<file path="config.mk">
export PLATFORM = sky130hd
export DESIGN_NAME = regfile_wb_arbiter_flat
export DESIGN_NICKNAME = d
export VERILOG_FILES = /design/src/rtl/wb_pkg.sv /design/src/rtl/regfile_wb_arbiter_if.sv /design/src/rtl/wb_slot.sv /design/src/rtl/regfile_wb_arbiter.sv /design/src/flat_wrapper.sv
export SDC_FILE = /design/constraint.sdc
export NUM_CORES = 1
export LEC_CHECK = 0
export ABC_CLOCK_PERIOD_IN_PS = 6000
export CORE_MARGIN = 2
export CORE_UTILIZATION = 50
export CTS_BUF_LIST = sky130_fd_sc_hd__clkbuf_16
export CTS_CLUSTER_DIAMETER = 200
export DETAILED_ROUTE_END_ITERATION = 16
export PLACE_DENSITY = 0.8
export SYNTH_ARGS = -nofsm -noshare
export SYNTH_HDL_FRONTEND = slang
export SYNTH_SLANG_ARGS = --single-unit
</file>
<file path="constraint.sdc">
create_clock -name clk -period 6 [get_ports clk]
set_input_delay 0.9 -clock clk [delete_from_list [all_inputs] [get_ports clk]]
set_output_delay 0.9 -clock clk [all_outputs]
set_load 0.005 [all_outputs]
</file>
<file path="src/rtl/wb_pkg.sv">
// Shared types for the register-file writeback arbiter.
package wb_pkg;
   localparam int XLEN   = 32;
   localparam int REG_AW = 5;

   typedef struct packed {
      logic [REG_AW-1:0] address;
      logic [XLEN-1:0]   value;
   } wb_req_t;

   typedef enum logic {
      WB_SRC_ALU,
      WB_SRC_LD
   } wb_src_t;
endpackage

</file>
<file path="src/rtl/regfile_wb_arbiter_if.sv">
// Requester, write-port and hazard-query signals of the writeback arbiter.
interface regfile_wb_arbiter_if;
   import wb_pkg::*;

   logic              alu_valid;
   logic              alu_ready;
   logic [REG_AW-1:0] alu_address;
   logic [XLEN-1:0]   alu_value;
   logic              ld_valid;
   logic              ld_ready;
   logic [REG_AW-1:0] ld_address;
   logic [XLEN-1:0]   ld_value;
   logic              save_enable;
   logic [REG_AW-1:0] save_address;
   logic [XLEN-1:0]   save_value;
   logic [REG_AW-1:0] query_address;
   logic              query_pending;
   logic              busy;

   modport master (
      output alu_valid, alu_address, alu_value,
      output ld_valid, ld_address, ld_value,
      output query_address,
      input  alu_ready, ld_ready,
      input  save_enable, save_address, save_value,
      input  query_pending, busy
   );

   modport slave (
      input  alu_valid, alu_address, alu_value,
      input  ld_valid, ld_address, ld_value,
      input  query_address,
      output alu_ready, ld_ready,
      output save_enable, save_address, save_value,
      output query_pending, busy
   );
endinterface

</file>
<file path="src/rtl/wb_slot.sv">
// One-entry writeback buffer with ready logic and a relative-age bit.
module wb_slot
   import wb_pkg::*;
#(
   parameter bit TIE_OLDER = 1'b0
) (
   input  logic    clk,
   input  logic    rst,
   input  logic    i_valid,
   input  wb_req_t i_req,
   input  logic    i_grant,
   input  logic    i_other_acc,
   output logic    o_ready,
   output logic    o_acc,
   output logic    o_valid,
   output logic    o_older,
   output wb_req_t o_req
);
   logic    r_valid;
   logic    r_older;
   wb_req_t r_req;

   assign o_ready = !rst && (!r_valid || i_grant);
   assign o_acc   = i_valid && o_ready;
   assign o_valid = r_valid;
   assign o_older = r_older;
   assign o_req   = r_req;

   // A fresh entry is younger than anything still pending; TIE_OLDER breaks
   // a simultaneous arrival.
   always_ff @(posedge clk or posedge rst) begin
      if (rst) begin
         r_valid <= 1'b0;
         r_older <= 1'b0;
         r_req   <= '0;
      end else if (o_acc) begin
         r_valid <= 1'b1;
         r_req   <= i_req;
         r_older <= i_other_acc && TIE_OLDER;
      end else if (i_grant) begin
         r_valid <= 1'b0;
         r_older <= 1'b0;
      end else if (r_valid && i_other_acc) begin
         r_older <= 1'b1;
      end
   end
endmodule

</file>
<file path="src/rtl/regfile_wb_arbiter.sv">
// Shares the register-file write port between ALU and load writebacks.
module regfile_wb_arbiter
   import wb_pkg::*;
#(
   parameter int STARVE_LIMIT = 3
) (
   input logic                 clk,
   input logic                 rst,
   regfile_wb_arbiter_if.slave bus
);
   localparam logic [2:0] LIM = 3'(STARVE_LIMIT);

   wb_req_t w_alu_in, w_ld_in, w_alu_q, w_ld_q, w_win;
   logic    w_alu_valid, w_ld_valid, w_alu_older, w_ld_older;
   logic    w_alu_acc, w_ld_acc, w_g_alu, w_g_ld, w_same;
   wb_src_t w_src;

   logic [2:0]        r_starve_cnt;
   logic              r_save_en;
   logic [REG_AW-1:0] r_save_addr;
   logic [XLEN-1:0]   r_save_val;

   assign w_alu_in = '{address: bus.alu_address, value: bus.alu_value};
   assign w_ld_in  = '{address: bus.ld_address, value: bus.ld_value};

   wb_slot #(.TIE_OLDER(1'b0)) u_alu (
      .clk(clk), .rst(rst),
      .i_valid(bus.alu_valid), .i_req(w_alu_in),
      .i_grant(w_g_alu), .i_other_acc(w_ld_acc),
      .o_ready(bus.alu_ready), .o_acc(w_alu_acc),
      .o_valid(w_alu_valid), .o_older(w_alu_older),
      .o_req(w_alu_q)
   );

   wb_slot #(.TIE_OLDER(1'b1)) u_ld (
      .clk(clk), .rst(rst),
      .i_valid(bus.ld_valid), .i_req(w_ld_in),
      .i_grant(w_g_ld), .i_other_acc(w_alu_acc),
      .o_ready(bus.ld_ready), .o_acc(w_ld_acc),
      .o_valid(w_ld_valid), .o_older(w_ld_older),
      .o_req(w_ld_q)
   );

   assign w_same = (w_alu_q.address == w_ld_q.address)
                && (w_ld_q.address != '0);

   always_comb begin
      w_g_alu = 1'b0;
      w_g_ld  = 1'b0;
      if (w_alu_valid && w_ld_valid) begin
         if (w_same) begin
            w_g_ld  = w_ld_older && !w_alu_older;
            w_g_alu = !w_g_ld;
         end else if (r_starve_cnt == LIM) begin
            w_g_alu = 1'b1;
         end else begin
            w_g_ld = 1'b1;
         end
      end else begin
         w_g_alu = w_alu_valid;
         w_g_ld  = w_ld_valid;
      end
   end

   assign w_src = w_g_ld ? WB_SRC_LD : WB_SRC_ALU;
   assign w_win = (w_src == WB_SRC_LD) ? w_ld_q : w_alu_q;

   always_ff @(posedge clk or posedge rst) begin
      if (rst) begin
         r_starve_cnt <= '0;
      end else if (w_alu_valid && !w_g_alu) begin
         if (r_starve_cnt != LIM)
            r_starve_cnt <= r_starve_cnt + 3'd1;
      end else begin
         r_starve_cnt <= '0;
      end
   end

   // x0 writes still win arbitration but never reach the register file.
   always_ff @(posedge clk or posedge rst) begin
      if (rst) begin
         r_save_en   <= 1'b0;
         r_save_addr <= '0;
         r_save_val  <= '0;
      end else if (w_g_alu || w_g_ld) begin
         r_save_en   <= (w_win.address != '0);
         r_save_addr <= w_win.address;
         r_save_val  <= w_win.value;
      end else begin
         r_save_en <= 1'b0;
      end
   end

   assign bus.save_enable  = r_save_en;
   assign bus.save_address = r_save_addr;
   assign bus.save_value   = r_save_val;
   assign bus.busy         = w_alu_valid || w_ld_valid || r_save_en;

   assign bus.query_pending = (bus.query_address != '0) && (
        (w_alu_valid && (w_alu_q.address == bus.query_address))
     || (w_ld_valid && (w_ld_q.address == bus.query_address))
     || (r_save_en && (r_save_addr == bus.query_address)));
endmodule
</file>
<file path="src/flat_wrapper.sv">
// flat-port wrapper written by rule: the top's interface ports become plain ports
module regfile_wb_arbiter_flat import wb_pkg::*;
#(
   parameter int STARVE_LIMIT = 3
)
  (clk, rst, bus_alu_valid, bus_alu_address, bus_alu_value, bus_ld_valid, bus_ld_address, bus_ld_value, bus_query_address, bus_alu_ready, bus_ld_ready, bus_save_enable, bus_save_address, bus_save_value, bus_query_pending, bus_busy);
  regfile_wb_arbiter_if bus_i ();
  input logic clk;
  input logic rst;
  input wire logic [$bits(bus_i.alu_valid)-1:0] bus_alu_valid;
  input wire logic [$bits(bus_i.alu_address)-1:0] bus_alu_address;
  input wire logic [$bits(bus_i.alu_value)-1:0] bus_alu_value;
  input wire logic [$bits(bus_i.ld_valid)-1:0] bus_ld_valid;
  input wire logic [$bits(bus_i.ld_address)-1:0] bus_ld_address;
  input wire logic [$bits(bus_i.ld_value)-1:0] bus_ld_value;
  input wire logic [$bits(bus_i.query_address)-1:0] bus_query_address;
  output wire logic [$bits(bus_i.alu_ready)-1:0] bus_alu_ready;
  output wire logic [$bits(bus_i.ld_ready)-1:0] bus_ld_ready;
  output wire logic [$bits(bus_i.save_enable)-1:0] bus_save_enable;
  output wire logic [$bits(bus_i.save_address)-1:0] bus_save_address;
  output wire logic [$bits(bus_i.save_value)-1:0] bus_save_value;
  output wire logic [$bits(bus_i.query_pending)-1:0] bus_query_pending;
  output wire logic [$bits(bus_i.busy)-1:0] bus_busy;
  assign bus_i.alu_valid = bus_alu_valid;
  assign bus_i.alu_address = bus_alu_address;
  assign bus_i.alu_value = bus_alu_value;
  assign bus_i.ld_valid = bus_ld_valid;
  assign bus_i.ld_address = bus_ld_address;
  assign bus_i.ld_value = bus_ld_value;
  assign bus_i.query_address = bus_query_address;
  assign bus_alu_ready = bus_i.alu_ready;
  assign bus_ld_ready = bus_i.ld_ready;
  assign bus_save_enable = bus_i.save_enable;
  assign bus_save_address = bus_i.save_address;
  assign bus_save_value = bus_i.save_value;
  assign bus_query_pending = bus_i.query_pending;
  assign bus_busy = bus_i.busy;
  regfile_wb_arbiter #(.STARVE_LIMIT(STARVE_LIMIT)) u_core (.clk(clk), .rst(rst), .bus(bus_i));
endmodule
</file>
==> results.yml <==
power_and_ir_drop:
  pwr-share-seq_pct: 41.7
  power_report.internal_total_mw: 1.87
  leakage_component_of_the_power_nw: 2.88
  net_load_switching_power_mw: 0.645
  p_sw_share_pct: 25.7
  power_frac_clock_pct: 39.0
  max-vdd-ir-drop_mv: 0.256
  power.share.combinational_pct: 19.3
  p_per_area_nw_per_um2: 352
cts:
  postCtsResizedCells: 0
  clock_buffer_depth: 2
  cts_setup_buffers: 0
  tritoncts_num_sinks: 119
  clockRootBuffer: "clkbuf_16"
  cts_tree: "built"
  cts-hold-fix-buffers: 0
  number_of_buffers_inserted_during_clock_tree_synthesis: 17
  worstSkewPairLatency_ns: 0.40
  clkTransAtPathRegs_ns: 0.06
  h-tree-depth: 4
detailed_routing:
  drt-total-wl_um: 12400
  vias: 3726
  route.detailed.wl_per_inst_um: 19.1
  route.detailed.vias_per_inst: 5.72
  drtIter0Drc: 206
  drc: 0
  detail-route-antenna-nets: 0
  drt-pass1-iter-count: 4
timing:
  fin_worst_skew_ns: 0.00868
  timing.slew.headroom_pct: 41.4
  finalSetupViolCount: 0
  final.min_clock_period_ns: 3.72
  final.setup.tns_ns: 0
  timing_hold_violations_final: 0
  slew_viol_final: 0
  timing.fmax_ghz: 0.269
  rsz0062_at_grt: "false"
  worstMarginPinSlew_ns: 0.876
  period_share_pct: 62.0
hold_path:
  worstHoldPathType: "flip-flop to flip-flop"
  hold_start: "u_core.u_alu.o_req[10]"
global_routing:
  globalRoute.totalOverflow: 0
  grt_start_max_net_pins: 70
  grt.total_usage_pct: 23.3
  grt_antenna_before_repair: 0
  grt_first_pass_wirelength_um: 20300
  via_count_of_the_first_global_routing_pass: 4035
setup_path:
  crit_start: "bus_query_address[1]"
  worst_setup_path_start_kind: "input pin"
  cp_data_required_time_ns: 5.10
  worstSetupEndpoint: "bus_query_pending"
  r2r-end: "u_core.u_ld.o_req[18]"
  worst_ep_arrival_time_ns: 2.82
  timing.reg2reg.worst_path_depth: 6
  r2r_start: "u_core.u_ld.o_req[34]"
  critical_path_class: "input pin to primary output"
  ff2ff_setup_slack_ns: 2.96
  timing.critical_path.to_type: "primary output"
  worstPathMaxFanout: 4
place:
  dp_cells: 619
  io_buffer_count: 124
  place_hpwl_um: 8010
  routabilityCongestion: 0.849
die:
  site_row_count: 37
  die-area_um2: 11300
  ios: 125
  die_height_um: 106
  die_w_um: 106
  core-area_um2: 10200
  floorplan.initialDensity_pct: 51.0
logic_synthesis:
  cell_count_after_synthesis: 377
  yosysUniqueCellTypes: 45
  yosysWarnings: 0
  yosysSeqAreaShare_pct: 57.1
  synth-async-reset-ratio_pct: 100
  syn-cell-area_um2: 5210
  synth_area_per_cell_um2: 13.8
  synth_enable_flop_cells: 0
  synth_flop_cell: "dfrtp_1"
  syn_nets: 462
  count_of_state_elements_after_synthesis: 119
finish:
  stdcell_count: 651
  number_of_antenna_cells_inserted: 0
  area_growth_syn_to_layout_pct: 36.6
  nets: 587
  fraction_of_final_layout_cells_sized_beyond_drive_strength_1_pct: 20.6
run:
  maximum_capacitance_violations: 0
outcome:
  outcome: "completed"
## flip-flops by register name, indices dropped and copies added (netlist names)
signal	count
u_core.u_ld.o_req	37
u_core.u_alu.o_valid	1
u_core.bus.save_enable	1
u_core.r_starve_cnt	3
u_core.bus.save_address	5
u_core.bus.save_value	32
u_core.u_ld.o_older	1
u_core.u_alu.o_older	1
u_core.u_alu.o_req	37
u_core.u_ld.o_valid	1
## synthesized netlist by cell type (2+ instances only)
cell,n,area (µm²)
buf_6,4,45.0
mux2_1,32,360
buf_2,5,25.0
o221a_2,18,203
a31oi_1,2,12.5
inv_1,4,15.0
a21oi_1,5,25.0
nor2_1,6,22.5
xnor2_1,3,26.3
or4_1,3,22.5
ha_1,2,25.0
clkbuf_1,11,41.3
and2_1,2,12.5
xor2_1,17,149
mux2_2,43,484
nand3_1,4,20.0
o221a_1,19,214
nor2b_1,3,18.8
nand2_1,6,22.5
nor4_1,3,18.8
nor3_1,4,20.0
or3_1,37,231
dfrtp_1,119,2980
buf_4,4,30.0
## power groups by stage
stage | logic, mW | registers [mW] | clock network (mW)
after floorplan | 0.252 | 1.04 | 0
after global placement | 0.473 | 1.05 | 0
after detailed placement | 0.487 | 1.06 | 0
after CTS | 0.493 | 1.05 | 0.993
after global routing | 0.527 | 1.06 | 1.03
final | 0.486 | 1.05 | 0.979
## kinds of logic after synthesis
family / count (synthesis) / synth area share [%]
flops: 119 / 57.1
mux: 76 / 16.4
simple gates: 76 / 8.98
compound gates: 55 / 10.6
buf+inv: 29 / 3.07
xor+xnor: 20 / 3.36
fa+ha+maj: 2 / 0.480
## metrics by stage
step	utilization [%]	power [mW]	hold WS (ns)	cell area (µm²)	setup slack, ns
global route	69.6	2.62	0.497	7120	2.13
global placement	64.0	1.52	0.470	6550	2.15
finish	69.6	2.51	0.486	7120	2.28
CTS	69.6	2.53	0.492	7120	2.26
detailed placement	64.0	1.54	0.480	6550	2.08
floorplan	-	1.29	0.459	5210	1.10
## placed cells by master, fill, tap and decap left out, types with 4 or more instances in the layout
master           netlist  final
mux2_2                43     43
buf_4                  4      7
nor2_1                 6      6
a21oi_1                5      5
mux2_1                32     32
clkdlybuf4s50_1        0    124
clkbuf_16              0     17
o221a_2               18     18
or3_1                 37     37
nand2_1                6      6
nand3_1                4      4
dfrtp_1              119    119
o221a_1               19     19
xor2_1                17     17
## worst min-delay path by stage
stage                             endpoint  cells past startpoint
floorplan           u_core.u_alu.o_req[13]                      1
CTS                  u_core.u_alu.o_req[2]                      1
detailed placement   u_core.u_alu.o_req[2]                      1
global route        u_core.u_alu.o_req[10]                      1
finish              u_core.u_alu.o_req[10]                      1
global placement     u_core.u_ld.o_req[25]                      1
## layout make-up
cell class	count	area [µm²]
Fill cell	725	3110
Sequential cell	119	2980
Multi-Input combinational cell	229	2090
Timing Repair Buffer	131	1290
Clock buffer	17	425
Tap cell	136	170
Clock inverter	15	153
Inverter	4	17.5
## critical path, stage by stage
cell and delay (ns):
clkdlybuf4s50_1 0.50, xor2_1 0.18, nor4_1 0.31, and3_1 0.20
a31oi_1 0.04, a21oi_1 0.17, clkdlybuf4s50_1 0.51
## layer usage
layer | track usage [%] | routed length, µm | up-vias | part of all wire (%)
met1 | 28.9 | 5260 | 1919 | 42
met2 | 39.5 | 6430 | 123 | 52
met3 | 5.82 | 616 | 10 | 4.9
met4 | 8.93 | 140 | 0 | 1.1
li1 | - | - | 1674 | -
met5 | 0 | 0 | - | 0
Power figures use the tool's default switching activity.
